`src/rtl/morse_key_decoder_if.sv`:
```
// Symbol bus between the Morse key decoder and its consumer.
//   key_in    : raw key level into the decoder, 1 = pressed
//   sym_valid : one-cycle strobe, sym_* fields valid this cycle
//   sym_len   : element count of the character (0 when sym_err)
//   sym_bits  : element i at bit i, 1 = dash, 0 = dot
//   sym_err   : character had more than MAX_ELEMS elements
//   word_gap  : one-cycle strobe at a word boundary
interface morse_key_decoder_if #(
    parameter int unsigned MAX_ELEMS = 6
) ();
    logic                 key_in;
    logic                 sym_valid;
    logic [2:0]           sym_len;
    logic [MAX_ELEMS-1:0] sym_bits;
    logic                 sym_err;
    logic                 word_gap;

    // Decoder side
    modport master (
        input  key_in,
        output sym_valid, sym_len, sym_bits, sym_err, word_gap
    );

    // Key source / symbol consumer side
    modport slave (
        output key_in,
        input  sym_valid, sym_len, sym_bits, sym_err, word_gap
    );
endinterface

```
`src/rtl/morse_key_decoder.sv`:
```
// Morse key decoder: synchronizes and debounces a raw key, measures mark and
// space lengths in Morse units, classifies dots/dashes and emits one symbol
// strobe per character plus a word-boundary strobe.
//   clk : system clock
//   rst : synchronous active-high reset
//   bus : morse_key_decoder_if.master (key_in in, sym_*/word_gap out)
module morse_key_decoder #(
    parameter int unsigned UNIT_CYCLES     = 1250000,
    parameter int unsigned DEBOUNCE_CYCLES = 16,
    parameter int unsigned MAX_ELEMS       = 6
) (
    input  logic                clk,
    input  logic                rst,
    morse_key_decoder_if.master bus
);
    localparam int unsigned UCNT_W = $clog2(UNIT_CYCLES);
    localparam int unsigned DB_W   = (DEBOUNCE_CYCLES > 1) ? $clog2(DEBOUNCE_CYCLES) : 1;
    localparam int unsigned DUR_W  = 4;
    localparam int unsigned LEN_W  = 3;

    typedef enum logic [1:0] {IDLE, MARK, SPACE} state_t;

    state_t               state, state_next;
    logic                 sync0, sync1, key_db, key_db_d;
    logic [DB_W-1:0]      db_cnt;
    logic [UCNT_W-1:0]    ucnt;
    logic [DUR_W-1:0]     dur;
    logic [LEN_W-1:0]     len, len_next;
    logic [MAX_ELEMS-1:0] bits, bits_next;
    logic                 ovf, ovf_next;
    logic                 sym_valid_next, sym_err_next, word_gap_next;
    logic [LEN_W-1:0]     sym_len_next;
    logic [MAX_ELEMS-1:0] sym_bits_next;
    logic                 rise_c, fall_c, edge_c, tick_c, dash_c;
    logic [DUR_W-1:0]     dur_inc_c;

    // Two-flop synchronizer and debounce: key_db follows only a stable level
    always_ff @(posedge clk) begin
        if (rst) begin
            sync0    <= 1'b0;
            sync1    <= 1'b0;
            key_db   <= 1'b0;
            key_db_d <= 1'b0;
            db_cnt   <= '0;
        end else begin
            sync0    <= bus.key_in;
            sync1    <= sync0;
            key_db_d <= key_db;
            if (sync1 == key_db) begin
                db_cnt <= '0;
            end else if (db_cnt == DB_W'(DEBOUNCE_CYCLES - 1)) begin
                key_db <= sync1;
                db_cnt <= '0;
            end else begin
                db_cnt <= db_cnt + DB_W'(1);
            end
        end
    end

    assign rise_c    = key_db & ~key_db_d;
    assign fall_c    = ~key_db & key_db_d;
    assign edge_c    = rise_c | fall_c;
    assign tick_c    = (state != IDLE) && (ucnt == UCNT_W'(UNIT_CYCLES - 1));
    // Duration including a tick in this same cycle, saturating at 15
    assign dur_inc_c = (tick_c && (dur != DUR_W'(15))) ? dur + DUR_W'(1) : dur;
    assign dash_c    = (dur >= DUR_W'(2));

    // Unit timer: idle in IDLE, restarted on every debounced edge
    always_ff @(posedge clk) begin
        if (rst || (state_next == IDLE) || edge_c) begin
            ucnt <= '0;
            dur  <= '0;
        end else begin
            ucnt <= tick_c ? '0 : ucnt + UCNT_W'(1);
            dur  <= dur_inc_c;
        end
    end

    // State register
    always_ff @(posedge clk) begin
        if (rst) state <= IDLE;
        else     state <= state_next;
    end

    // Next state, element buffer and symbol outputs
    always_comb begin
        state_next     = state;
        len_next       = len;
        bits_next      = bits;
        ovf_next       = ovf;
        sym_valid_next = 1'b0;
        sym_len_next   = bus.sym_len;
        sym_bits_next  = bus.sym_bits;
        sym_err_next   = bus.sym_err;
        word_gap_next  = 1'b0;
        case (state)
            IDLE: begin
                if (rise_c) state_next = MARK;
            end
            MARK: begin
                if (fall_c) begin
                    if (len < LEN_W'(MAX_ELEMS)) begin
                        bits_next = bits | (MAX_ELEMS'(dash_c) << len);
                        len_next  = len + LEN_W'(1);
                    end else begin
                        ovf_next = 1'b1;
                    end
                    state_next = SPACE;
                end
            end
            SPACE: begin
                // Character gap: emit and empty the buffer before any new mark
                if (tick_c && (dur_inc_c == DUR_W'(3)) && ((len != '0) || ovf)) begin
                    sym_valid_next = 1'b1;
                    sym_err_next   = ovf;
                    sym_len_next   = ovf ? '0 : len;
                    sym_bits_next  = ovf ? '0 : bits;
                    len_next       = '0;
                    bits_next      = '0;
                    ovf_next       = 1'b0;
                end
                if (tick_c && (dur_inc_c == DUR_W'(7))) begin
                    word_gap_next = 1'b1;
                    state_next    = IDLE;
                end
                // A rise always starts a mark; the buffer is kept unless just emitted
                if (rise_c) state_next = MARK;
            end
            default: state_next = IDLE;
        endcase
    end

    // Registered buffer and outputs
    always_ff @(posedge clk) begin
        if (rst) begin
            len          <= '0;
            bits         <= '0;
            ovf          <= 1'b0;
            bus.sym_valid <= 1'b0;
            bus.sym_len   <= '0;
            bus.sym_bits  <= '0;
            bus.sym_err   <= 1'b0;
            bus.word_gap  <= 1'b0;
        end else begin
            len          <= len_next;
            bits         <= bits_next;
            ovf          <= ovf_next;
            bus.sym_valid <= sym_valid_next;
            bus.sym_len   <= sym_len_next;
            bus.sym_bits  <= sym_bits_next;
            bus.sym_err   <= sym_err_next;
            bus.word_gap  <= word_gap_next;
        end
    end
endmodule

```
`src/flat_wrapper.sv`:
```
// flat-port wrapper written by rule: the top's interface ports become plain ports
module morse_key_decoder_flat 
#(
    parameter int unsigned UNIT_CYCLES     = 1250000,
    parameter int unsigned DEBOUNCE_CYCLES = 16,
    parameter int unsigned MAX_ELEMS       = 6
)
  (clk, rst, bus_key_in, bus_sym_valid, bus_sym_len, bus_sym_bits, bus_sym_err, bus_word_gap);
  morse_key_decoder_if #(.MAX_ELEMS(MAX_ELEMS)) bus_i ();
  input  logic clk;
  input  logic rst;
  input wire logic [$bits(bus_i.key_in)-1:0] bus_key_in;
  output wire logic [$bits(bus_i.sym_valid)-1:0] bus_sym_valid;
  output wire logic [$bits(bus_i.sym_len)-1:0] bus_sym_len;
  output wire logic [$bits(bus_i.sym_bits)-1:0] bus_sym_bits;
  output wire logic [$bits(bus_i.sym_err)-1:0] bus_sym_err;
  output wire logic [$bits(bus_i.word_gap)-1:0] bus_word_gap;
  assign bus_i.key_in = bus_key_in;
  assign bus_sym_valid = bus_i.sym_valid;
  assign bus_sym_len = bus_i.sym_len;
  assign bus_sym_bits = bus_i.sym_bits;
  assign bus_sym_err = bus_i.sym_err;
  assign bus_word_gap = bus_i.word_gap;
  morse_key_decoder #(.UNIT_CYCLES(UNIT_CYCLES), .DEBOUNCE_CYCLES(DEBOUNCE_CYCLES), .MAX_ELEMS(MAX_ELEMS)) u_core (.clk(clk), .rst(rst), .bus(bus_i));
endmodule
```
`config.mk`:
```
export PLATFORM = sky130hd
export DESIGN_NAME = morse_key_decoder_flat
export DESIGN_NICKNAME = d
export VERILOG_FILES = /design/src/rtl/morse_key_decoder_if.sv /design/src/rtl/morse_key_decoder.sv /design/src/flat_wrapper.sv
export SDC_FILE = /design/constraint.sdc
export NUM_CORES = 1
export LEC_CHECK = 0
export ABC_AREA = 1
export CORE_UTILIZATION = 25
export CTS_CLUSTER_SIZE = 16
export DETAILED_ROUTE_END_ITERATION = 10
export PLACE_DENSITY = 0.39
export RECOVER_POWER = 100
export SLEW_MARGIN = 10
export SYNTH_ARGS = -nofsm -noshare
export SYNTH_HDL_FRONTEND = slang
export SYNTH_SLANG_ARGS = --single-unit
```
`constraint.sdc`:
```
create_clock -name clk -period 2.3 [get_ports clk]
set_clock_uncertainty 0.05 [all_clocks]
set_input_delay 0.575 -clock clk [delete_from_list [all_inputs] [get_ports clk]]
set_output_delay 0.575 -clock clk [all_outputs]
set_load 0.02 [all_outputs]
```
==> impl_metrics.ini, run 1 <==
[sta]
finalHoldViolCount = 0
period_needed_ps = 2110
setup_viol = 0
fin_crit_sh_pct = 91.7
slew_headroom_pct = 77.0
drv_slew = 0
whs_ps = 355
max_clock_freq_mhz = 474
worst_slew_pin_slew_ps = 342

[cells_and_area]
drive_gt1_share_pct = 15.7
fin_nets = 375
final_cells = 502
fillers = 1077
area_delta_synth_final_pct = 21.8
diodes = 0
stdcell_area_um2 = 3190

[logic_synthesis]
async_flop_share_pct = 0
yosys-top-cells-count = nor2_1 (60), dfxtp_1 (57), nand2_1 (50)
synth_nets = 347
synthTopCellsByArea = dfxtp_1 (44%), nor2_1 (8.6%), nand2_1 (7.2%)
synth-main-ff-cell = dfxtp_1
yosysMostFrequentCell = nor2_1
synth-xor-area-share_pct = 6.70
synthAdderAreaFrac_pct = 3.83
synth-edff-count = 0
synth_top_area_share_pct = 43.6
synth_top_family_by_area = simple AND/OR/NAND/NOR gates
synth_simple_gate_area_share_pct = 33.9
synth-seq-cells = 57
syn_avg_cell_area_um2 = 7.79
synth.distinct_cells = 29
synth_compound_area_share_pct = 4.30
synth_area_um2 = 2620
ys_seq_area_share_pct = 43.6
synthCells = 336
synthMuxAreaShare_pct = 0
yosys_warnings = 0
synth_area_leader_cell = dfxtp_1

[placement]
detailed_place.area_um2 = 2950
place.gp.congestion = 0.753
dp_hpwl_um = 3970
portBuffers = 14
dp.cells = 485

[clock_tree]
insertion_delay_ps = 340
clock-root-buffer = clkbuf_8
cts_tree = built
clock_path_buffers = 2
cts.clk_slew.worst_paths_ps = 60
cts_made_buffers = 9
htreeDepth = 3
cts_hold_buf = 0
cts.sinks = 57
cts_setup_buffers = 0
cts.repair.resized = 0

[pwr]
power_frac_seq_pct = 49.7
p_int_uw = 1590
p_sw_share_pct = 20.4
power.density_nw_per_um2 = 625
leakagePower_uw = 0.00119
power.switching_uw = 406
pwr-share-clk_pct = 49.1
power_frac_comb_pct = 1.2
worst_ir_drop_vdd_v = 0.000280

[floorplanning]
core_um2 = 9950
ioPinCount = 15
start_util_pct = 26.3
die_area_um2 = 10900
die_w_um = 104
rows = 36
dieHeight_um = 104

[routing]
wl_per_cell_um = 11.0
totalWireLength_um = 5500
drtIter0Drc = 57
via_count = 2094
detail-route-antenna-nets = 0
firstDrtPassIters = 4
remaining_drc_errors = 0
viasPerCell = 4.17

[global_routing]
grt_max_degree = 22
track_usage_pct = 11.4
grt_pass1_vias = 2125
grt_overflow = 0
antenna_found_initial = 0
grt_pass1_wl_um = 9830

[critical_path]
start_kind = register
worst_ep_arrival_time_ps = 2290
critPathRequiredTime_ps = 2480
end_kind = register
criticalPathCategory = register to register
crit_fanout = 21

[outcome]
outcome = finished clean

[flow_run]
max-cap-violations = 0

[worst_hold_path]
hold_path_class = register to register
==> worst paths after layout <==
path	startpoint	endpoint	slack [ps]	cells after the start
setup / recovery	u_core.ucnt[0]$_SDFF_PP0_	u_core.ucnt[7]$_SDFF_PP0_	190	15
hold / removal	u_core.sync0$_SDFF_PP0_	u_core.sync1$_SDFF_PP0_	350	2
setup reg to reg	u_core.ucnt[0]$_SDFF_PP0_	u_core.ucnt[7]$_SDFF_PP0_	190	15
hold reg to reg	u_core.sync0$_SDFF_PP0_	u_core.sync1$_SDFF_PP0_	350	2
==> sequential cells by signal (all words and copies together) (netlist names) <==
name,count
u_core.bus.sym_bits,6
u_core.bus.sym_len,3
u_core.sync0,1
u_core.dur,4
u_core.sync1,1
u_core.key_db_d,1
u_core.bits,6
u_core.len,3
u_core.bus.word_gap,1
u_core.db_cnt,4
u_core.key_db,1
u_core.ucnt,21
u_core.state,2
u_core.ovf,1
u_core.bus.sym_err,1
u_core.bus.sym_valid,1
==> kinds of logic after synthesis <==
group,count (synthesis)
and+or+nand+nor,185
adders and majority gates,8
buffers and inverters,47
AOI/OAI and AO/OA,19
DFF,57
xor gates and xnor gates,20
==> area by class of cell <==
| type | count | area (µm²) | area share, % |
|---|---|---|---|
| multi-input cells | 233 | 1310 | 41.1 |
| clock buffers | 14 | 173 | 5.42 |
| inverters | 41 | 156 | 4.91 |
| clock inverters | 2 | 35.0 | 1.10 |
| repair buffers | 22 | 205 | 6.44 |
| flip-flops and latches | 57 | 1140 | 35.8 |
| well taps | 133 | 166 | 5.22 |
==> routing by layer <==
| layer | global-route usage [%] | wire, µm | vias up |
|---|---|---|---|
| met3 | 3.63 | 174 | 9 |
| met2 | 17.4 | 2390 | 26 |
| met4 | 5.51 | 118 | 0 |
| li1 | - | - | 1126 |
| met1 | 14.3 | 2820 | 933 |
| met5 | 0 | 0 | - |
==> stage by stage <==
| step | setup slack (ps) | total power (µW) | utilization, % | setup TNS (ps) |
|---|---|---|---|---|
| 6_report | 190 | 1990 | 32.0 | 0 |
| 3_3_place_gp | 169 | 1040 | 29.6 | 0 |
| 2_1_floorplan | 406 | 1020 | - | 0 |
| 4_1_cts | 142 | 2040 | 31.7 | 0 |
| 3_5_place_dp | 159 | 1040 | 29.6 | 0 |
| 5_1_grt | -4.97 | 2080 | 32.0 | -9.36 |
==> power groups by stage <==
stage          clock (µW)  sequential, µW  combinational, µW
2_1_floorplan           0            1010               12.7
3_3_place_gp            0            1010               26.6
3_5_place_dp            0            1010               26.1
4_1_cts              1020             990               26.2
5_1_grt              1060             990               27.6
6_report              977             990               24.1
==> cells in the final DEF (no fill, tap or decap), types with 2 or more instances in the layout <==
cell | netlist | layout
nand2_2 | 5 | 4
nor2_2 | 12 | 13
o21ai_0 | 3 | 3
clkdlybuf4s50_1 | 0 | 12
nand2_1 | 50 | 50
ha_1 | 8 | 7
inv_2 | 3 | 2
a21oi_1 | 9 | 9
clkbuf_1 | 2 | 4
nand3_1 | 31 | 30
dfxtp_1 | 57 | 57
nor2_4 | 3 | 5
xnor2_1 | 5 | 5
xor2_1 | 15 | 15
nand3_2 | 4 | 5
inv_1 | 38 | 38
o31ai_1 | 2 | 2
clkbuf_8 | 0 | 12
nor3_1 | 7 | 7
dlygate4sd3_1 | 0 | 2
buf_4 | 0 | 5
a21oi_2 | 2 | 2
nor2_1 | 60 | 58
nand4_1 | 9 | 9
==> worst max-delay path: stages, from the launching register on <==
cell and delay [ps]:
dfxtp_1 360, ha_2 210, nand2_1 90, nor2_2 130, nand3_2 100, nor2_4 170
nand3_1 90, nand2_1 70, nand2_1 60, inv_2 90, nand3_2 100, nand2_2 80
nand3_2 70, nand3_2 90, buf_12 170, nor2_1 50
Note: power is estimated with default switching activity, not from simulation.
==> run 2, diff against run 1 <==
--- a/config.mk
+++ b/config.mk
@@ -15,3 +15,4 @@
 export SYNTH_ARGS = -nofsm -noshare
 export SYNTH_HDL_FRONTEND = slang
 export SYNTH_SLANG_ARGS = --single-unit
+export TNS_END_PERCENT = 10
==> constraint.sdc (replaced) <==
create_clock -name clk -period 2.33 [get_ports clk]
set_clock_uncertainty 0.05 [all_clocks]
set_input_delay 0.5825 -clock clk [delete_from_list [all_inputs] [get_ports clk]]
set_output_delay 0.5825 -clock clk [all_outputs]
set_load 0.02 [all_outputs]
==> impl_metrics.ini, run 2 (synthesized netlist as in run 1, its figures left out) <==
[outcome]
outcome = finished clean

[clock_tree]
cts_tree = built
clock-root-buffer = clkbuf_8
cts_made_buffers = 9
clock_path_buffers = 2
cts.clk_slew.worst_paths_ps = 80
insertion_delay_ps = 340
cts.sinks = 57
htreeDepth = 3
cts_hold_buf = 0

[floorplanning]
die_area_um2 = 10900
rows = 36
die_w_um = 104
core_um2 = 9950
start_util_pct = 26.3
ioPinCount = 15
dieHeight_um = 104

[placement]
portBuffers = 14
dp_slack_ps = 194
dp_hpwl_um = 3960
place.gp.congestion = 0.731

[critical_path]
ff2ff_path_depth = 11
ff2ff_setup_slack_ps = 250
crit_fanout = 11
reg2reg_from = u_core.ucnt[0]$_SDFF_PP0_
worst_ep_arrival_time_ps = 2310
start_kind = register
end_kind = register
worst_path_largest_cell_delay_ps = 350
critPathSlowestCell = dfxtp_1
criticalPathCategory = register to register
path_cells = ha_1 -> nand2_1 -> nor2_2 -> nand3_1 -> nor2_4 -> nand4_2 -> a21oi_2 -> nand3_4 -> nand2_2 -> nand3_1 -> a21oi_2
critPathRequiredTime_ps = 2560
r2r-end = u_core.len[1]$_SDFFE_PP0P_

[sta]
setup_viol = 0
period_needed_ps = 2080
fin_crit_sh_pct = 89.1
rsz0062_at_grt = false
slew_headroom_pct = 74.9
finalHoldViolCount = 0
drv_slew = 0
tns_ps = 0
max_clock_freq_mhz = 482
setup_slack_ps = 254
worst_slew_pin_slew_ps = 376

[pwr]
worst_ir_drop_vdd_v = 0.000222
pwr-share-clk_pct = 51.5
power.density_nw_per_um2 = 657
p_int_uw = 1590
total_power_uw = 2060
power_frac_seq_pct = 47.4
power_frac_comb_pct = 1.1
leakagePower_uw = 0.00122
p_sw_share_pct = 22.6
power.switching_uw = 465

[worst_hold_path]
hold_path_class = register to register
whs_path_depth = 2
hold_path.startpoint = u_core.sync0$_SDFF_PP0_
hold_end = u_core.sync1$_SDFF_PP0_

[routing]
totalWireLength_um = 5410
viasPerCell = 4.12
remaining_drc_errors = 0
wl_per_cell_um = 10.8
via_count = 2056
firstDrtPassIters = 4
drtIter0Drc = 57
detail-route-antenna-nets = 0

[cells_and_area]
regMostFlops = u_core.ucnt
area_delta_synth_final_pct = 19.8
drive_gt1_share_pct = 12.6
diodes = 0
top_regs = u_core.ucnt: 21 flops, u_core.bits: 6 flops, u_core.bus.sym_bits: 6 flops
final_cell_mix = nor2_1 (66), dfxtp_1 (57), nand2_1 (51)
largest_register_ffs = 21
fillers = 1079
final_common_cell = nor2_1
fin_nets = 372

[global_routing]
grt_pass1_wl_um = 9550
track_usage_pct = 11.1
antenna_found_initial = 0
grt_max_degree = 22
grt_pass1_vias = 2042
grt_overflow = 0

[flow_run]
max-cap-violations = 0
-- run 2: metrics by stage --
step | instances | hold WS (ps) | instance area [µm²] | utilization (%)
after floorplan | 336 | 338 | 2620 | -
after global placement | 483 | 347 | 2930 | 29.5
after detailed placement | 483 | 348 | 2930 | 29.5
after CTS | 499 | 374 | 3160 | 31.7
after global routing | 499 | 395 | 3130 | 31.5
final | 499 | 367 | 3130 | 31.5
-- run 2: power groups by stage --
stage | clock network [µW] | registers (µW) | logic [µW]
floorplan | 0 | 999 | 12.6
global placement | 0 | 999 | 25.0
detailed placement | 0 | 999 | 24.4
CTS | 1100 | 976 | 24.4
global route | 1140 | 976 | 25.5
finish | 1060 | 977 | 22.5
-- run 2: metal layers --
| metal | wire [µm] | share of wire [%] | vias up | GRT usage (%) |
|---|---|---|---|---|
| li1 | - | - | 1116 | - |
| met1 | 2840 | 52 | 916 | 14.1 |
| met2 | 2350 | 43 | 15 | 16.9 |
| met3 | 132 | 2.4 | 9 | 3.20 |
| met4 | 95 | 1.8 | 0 | 5.51 |
| met5 | 0 | 0 | - | 0 |
-- run 2: worst max-delay path: cells and delay by family, from the launching register on --
family,cells,cell delay [ps]
flip-flops,1,350
adder cells (fa/ha/maj),1,210
AND/OR/NAND/NOR,8,1070
AO/OA/AOI/OAI,2,330
-- run 2: worst max-delay path by stage --
stage / start / to
floorplan: u_core.ucnt[0]$_SDFF_PP0_ / u_core.ucnt[11]$_SDFF_PP0_
global placement: u_core.ucnt[0]$_SDFF_PP0_ / u_core.bus.sym_bits[2]$_SDFFE_PP0P_
detailed placement: u_core.ucnt[0]$_SDFF_PP0_ / u_core.len[2]$_SDFFE_PP0P_
CTS: u_core.ucnt[0]$_SDFF_PP0_ / u_core.len[2]$_SDFFE_PP0P_
global route: u_core.ucnt[0]$_SDFF_PP0_ / u_core.bus.sym_bits[2]$_SDFFE_PP0P_
finish: u_core.ucnt[0]$_SDFF_PP0_ / u_core.len[1]$_SDFFE_PP0P_
-- run 2: what timing repair did --
item	in CTS	in global routing
endpoints found under the setup margin	0	7
setup buffers	0	0
resized for setup	0	2
-- run 2: cell type report --
class | instances | area (µm²) | share of cell area [%]
Timing Repair Buffer | 20 | 194 | 6.19
Inverter | 41 | 154 | 4.91
Sequential cell | 57 | 1140 | 36.4
Tap cell | 133 | 166 | 5.31
Clock buffer | 9 | 124 | 3.95
Clock inverter | 7 | 101 | 3.23
Multi-Input combinational cell | 232 | 1250 | 40.0
==> run 3, diff against run 2 <==
==> constraint.sdc (replaced) <==
create_clock -name clk -period 2.18 [get_ports clk]
set_clock_uncertainty 0.05 [all_clocks]
set_input_delay 0.545 -clock clk [delete_from_list [all_inputs] [get_ports clk]]
set_output_delay 0.545 -clock clk [all_outputs]
set_load 0.02 [all_outputs]
==> impl_metrics.ini, run 3 (synthesized netlist as in run 1, its figures left out) <==
[routing]
totalWireLength_um = 5740
via_count = 2136
detail-route-antenna-nets = 0
wl_per_cell_um = 11.2
firstDrtPassIters = 4
drtIter0Drc = 55
remaining_drc_errors = 0
viasPerCell = 4.18

[floorplanning]
core_um2 = 9950
die_area_um2 = 10900
ioPinCount = 15
die_w_um = 104
dieHeight_um = 104
rows = 36
start_util_pct = 26.3

[cells_and_area]
final_cell_mix = nor2_1 (55), dfxtp_1 (50), nand2_1 (48)
regArea_um2 = 1150
utilization_pct = 33.5
drive_gt1_share_pct = 21.7
multi_input_area_um2 = 1350
fin_nets = 384
fillers = 1082
top_regs = u_core.ucnt: 21 flops, u_core.bits: 6 flops, u_core.bus.sym_bits: 6 flops
largest_register_ffs = 21
final_common_cell = nor2_1
area_delta_synth_final_pct = 27.4
diodes = 0
regMostFlops = u_core.ucnt

[sta]
max_clock_freq_mhz = 498
drv_slew = 0
slew_headroom_pct = 76.5
setup_viol = 0
setup_slack_ps = 172
period_needed_ps = 2010
finalHoldViolCount = 0
worst_slew_pin_slew_ps = 351
fin_crit_sh_pct = 92.1
whs_ps = 352

[global_routing]
grt_overflow = 0
grt_pass1_wl_um = 9910
track_usage_pct = 11.6
grt_pass1_vias = 2077
antenna_found_initial = 0
grt_max_degree = 12

[pwr]
power.density_nw_per_um2 = 610
worst_ir_drop_vdd_v = 0.000243
total_power_uw = 2030
leakagePower_uw = 0.00129

[outcome]
outcome = finished clean

[critical_path]
path_cells = ha_4 -> nand2_2 -> nor2_4 -> nand3_2 -> nor2_4 -> nand3_1 -> nand2_1 -> nand2_1 -> inv_2 -> nand3_2 -> nand2_2 -> nand3_2 -> nand3_4 -> clkbuf_16 -> nor2_1
end_kind = register
criticalPathCategory = register to register
worst_path_largest_cell_delay_ps = 350
worst_ep_arrival_time_ps = 2200
ff2ff_setup_slack_ps = 170
crit_fanout = 5
cp_common_cell = nand3_2
start_kind = register
critPathSlowestCell = dfxtp_2
critPathRequiredTime_ps = 2370

[clock_tree]
cts_made_buffers = 9
htreeDepth = 3
insertion_delay_ps = 340
cts.sinks = 57
cts.clk_slew.worst_paths_ps = 70
clock-root-buffer = clkbuf_8
cts_hold_buf = 0
cts_tree = built
clock_path_buffers = 2

[placement]
dp_hpwl_um = 4040
portBuffers = 14
place.gp.congestion = 0.781
dp_slack_ps = -11.7

[flow_run]
max-cap-violations = 0

[worst_hold_path]
hold_path_class = register to register
## run 3: what timing repair did
item,CTS,global route
cloned,1,1
setup buffers,0,5
pin swaps,3,14
hold endpoints to repair,0,0
resized for setup,6,23
setup endpoints to repair,21,45
## run 3: metal layers
layer,GRT usage [%],wire [µm],vias up
li1,-,-,1145
met2,16.9,2490,19
met3,4.01,179,12
met4,5.71,117,0
met1,15.2,2950,960
met5,0,0,-
## run 3: worst max-delay path: cells and delay by family (launching register included)
kind                       cells  cell delay, ps
buffers and inverters          2             270
adders and majority gates      1             160
and+or+nand+nor               12            1090
DFF                            1             350
## run 3: cell type report
type | count | area share (%)
clock buffer | 15 | 5.60
clock inverter | 1 | 0.225
inverter | 41 | 4.69
multi-input combinational | 232 | 40.4
sequential | 57 | 34.5
tap | 133 | 4.99
timing repair buffer | 32 | 9.54
## run 3: worst paths after layout
path,from,to,cells after the start
worst max-delay path,u_core.ucnt[1]$_SDFF_PP0_,u_core.ucnt[2]$_SDFF_PP0_,15
worst min-delay path,u_core.sync0$_SDFF_PP0_,u_core.sync1$_SDFF_PP0_,2
worst max register to register,u_core.ucnt[1]$_SDFF_PP0_,u_core.ucnt[2]$_SDFF_PP0_,15
worst min register to register,u_core.sync0$_SDFF_PP0_,u_core.sync1$_SDFF_PP0_,2
## run 3: power by group
part / total (µW) / switching (µW) / internal [µW] / leakage, µW
Clock: 962 / 424 / 538 / 0.0000960
Combinational: 25.0 / 16.5 / 8.50 / 0.000731
Sequential: 1040 / 1.01 / 1040 / 0.000463
Total: 2030 / 441 / 1590 / 0.00129
## run 3: through the flow
stage | cells | instance area [µm²] | TNS (ps)
finish | 511 | 3330 | 0
global route | 511 | 3330 | -0.0393
CTS | 505 | 3210 | 0
detailed placement | 488 | 2970 | -13.7
global placement | 488 | 2970 | 0
floorplan | 336 | 2620 | 0
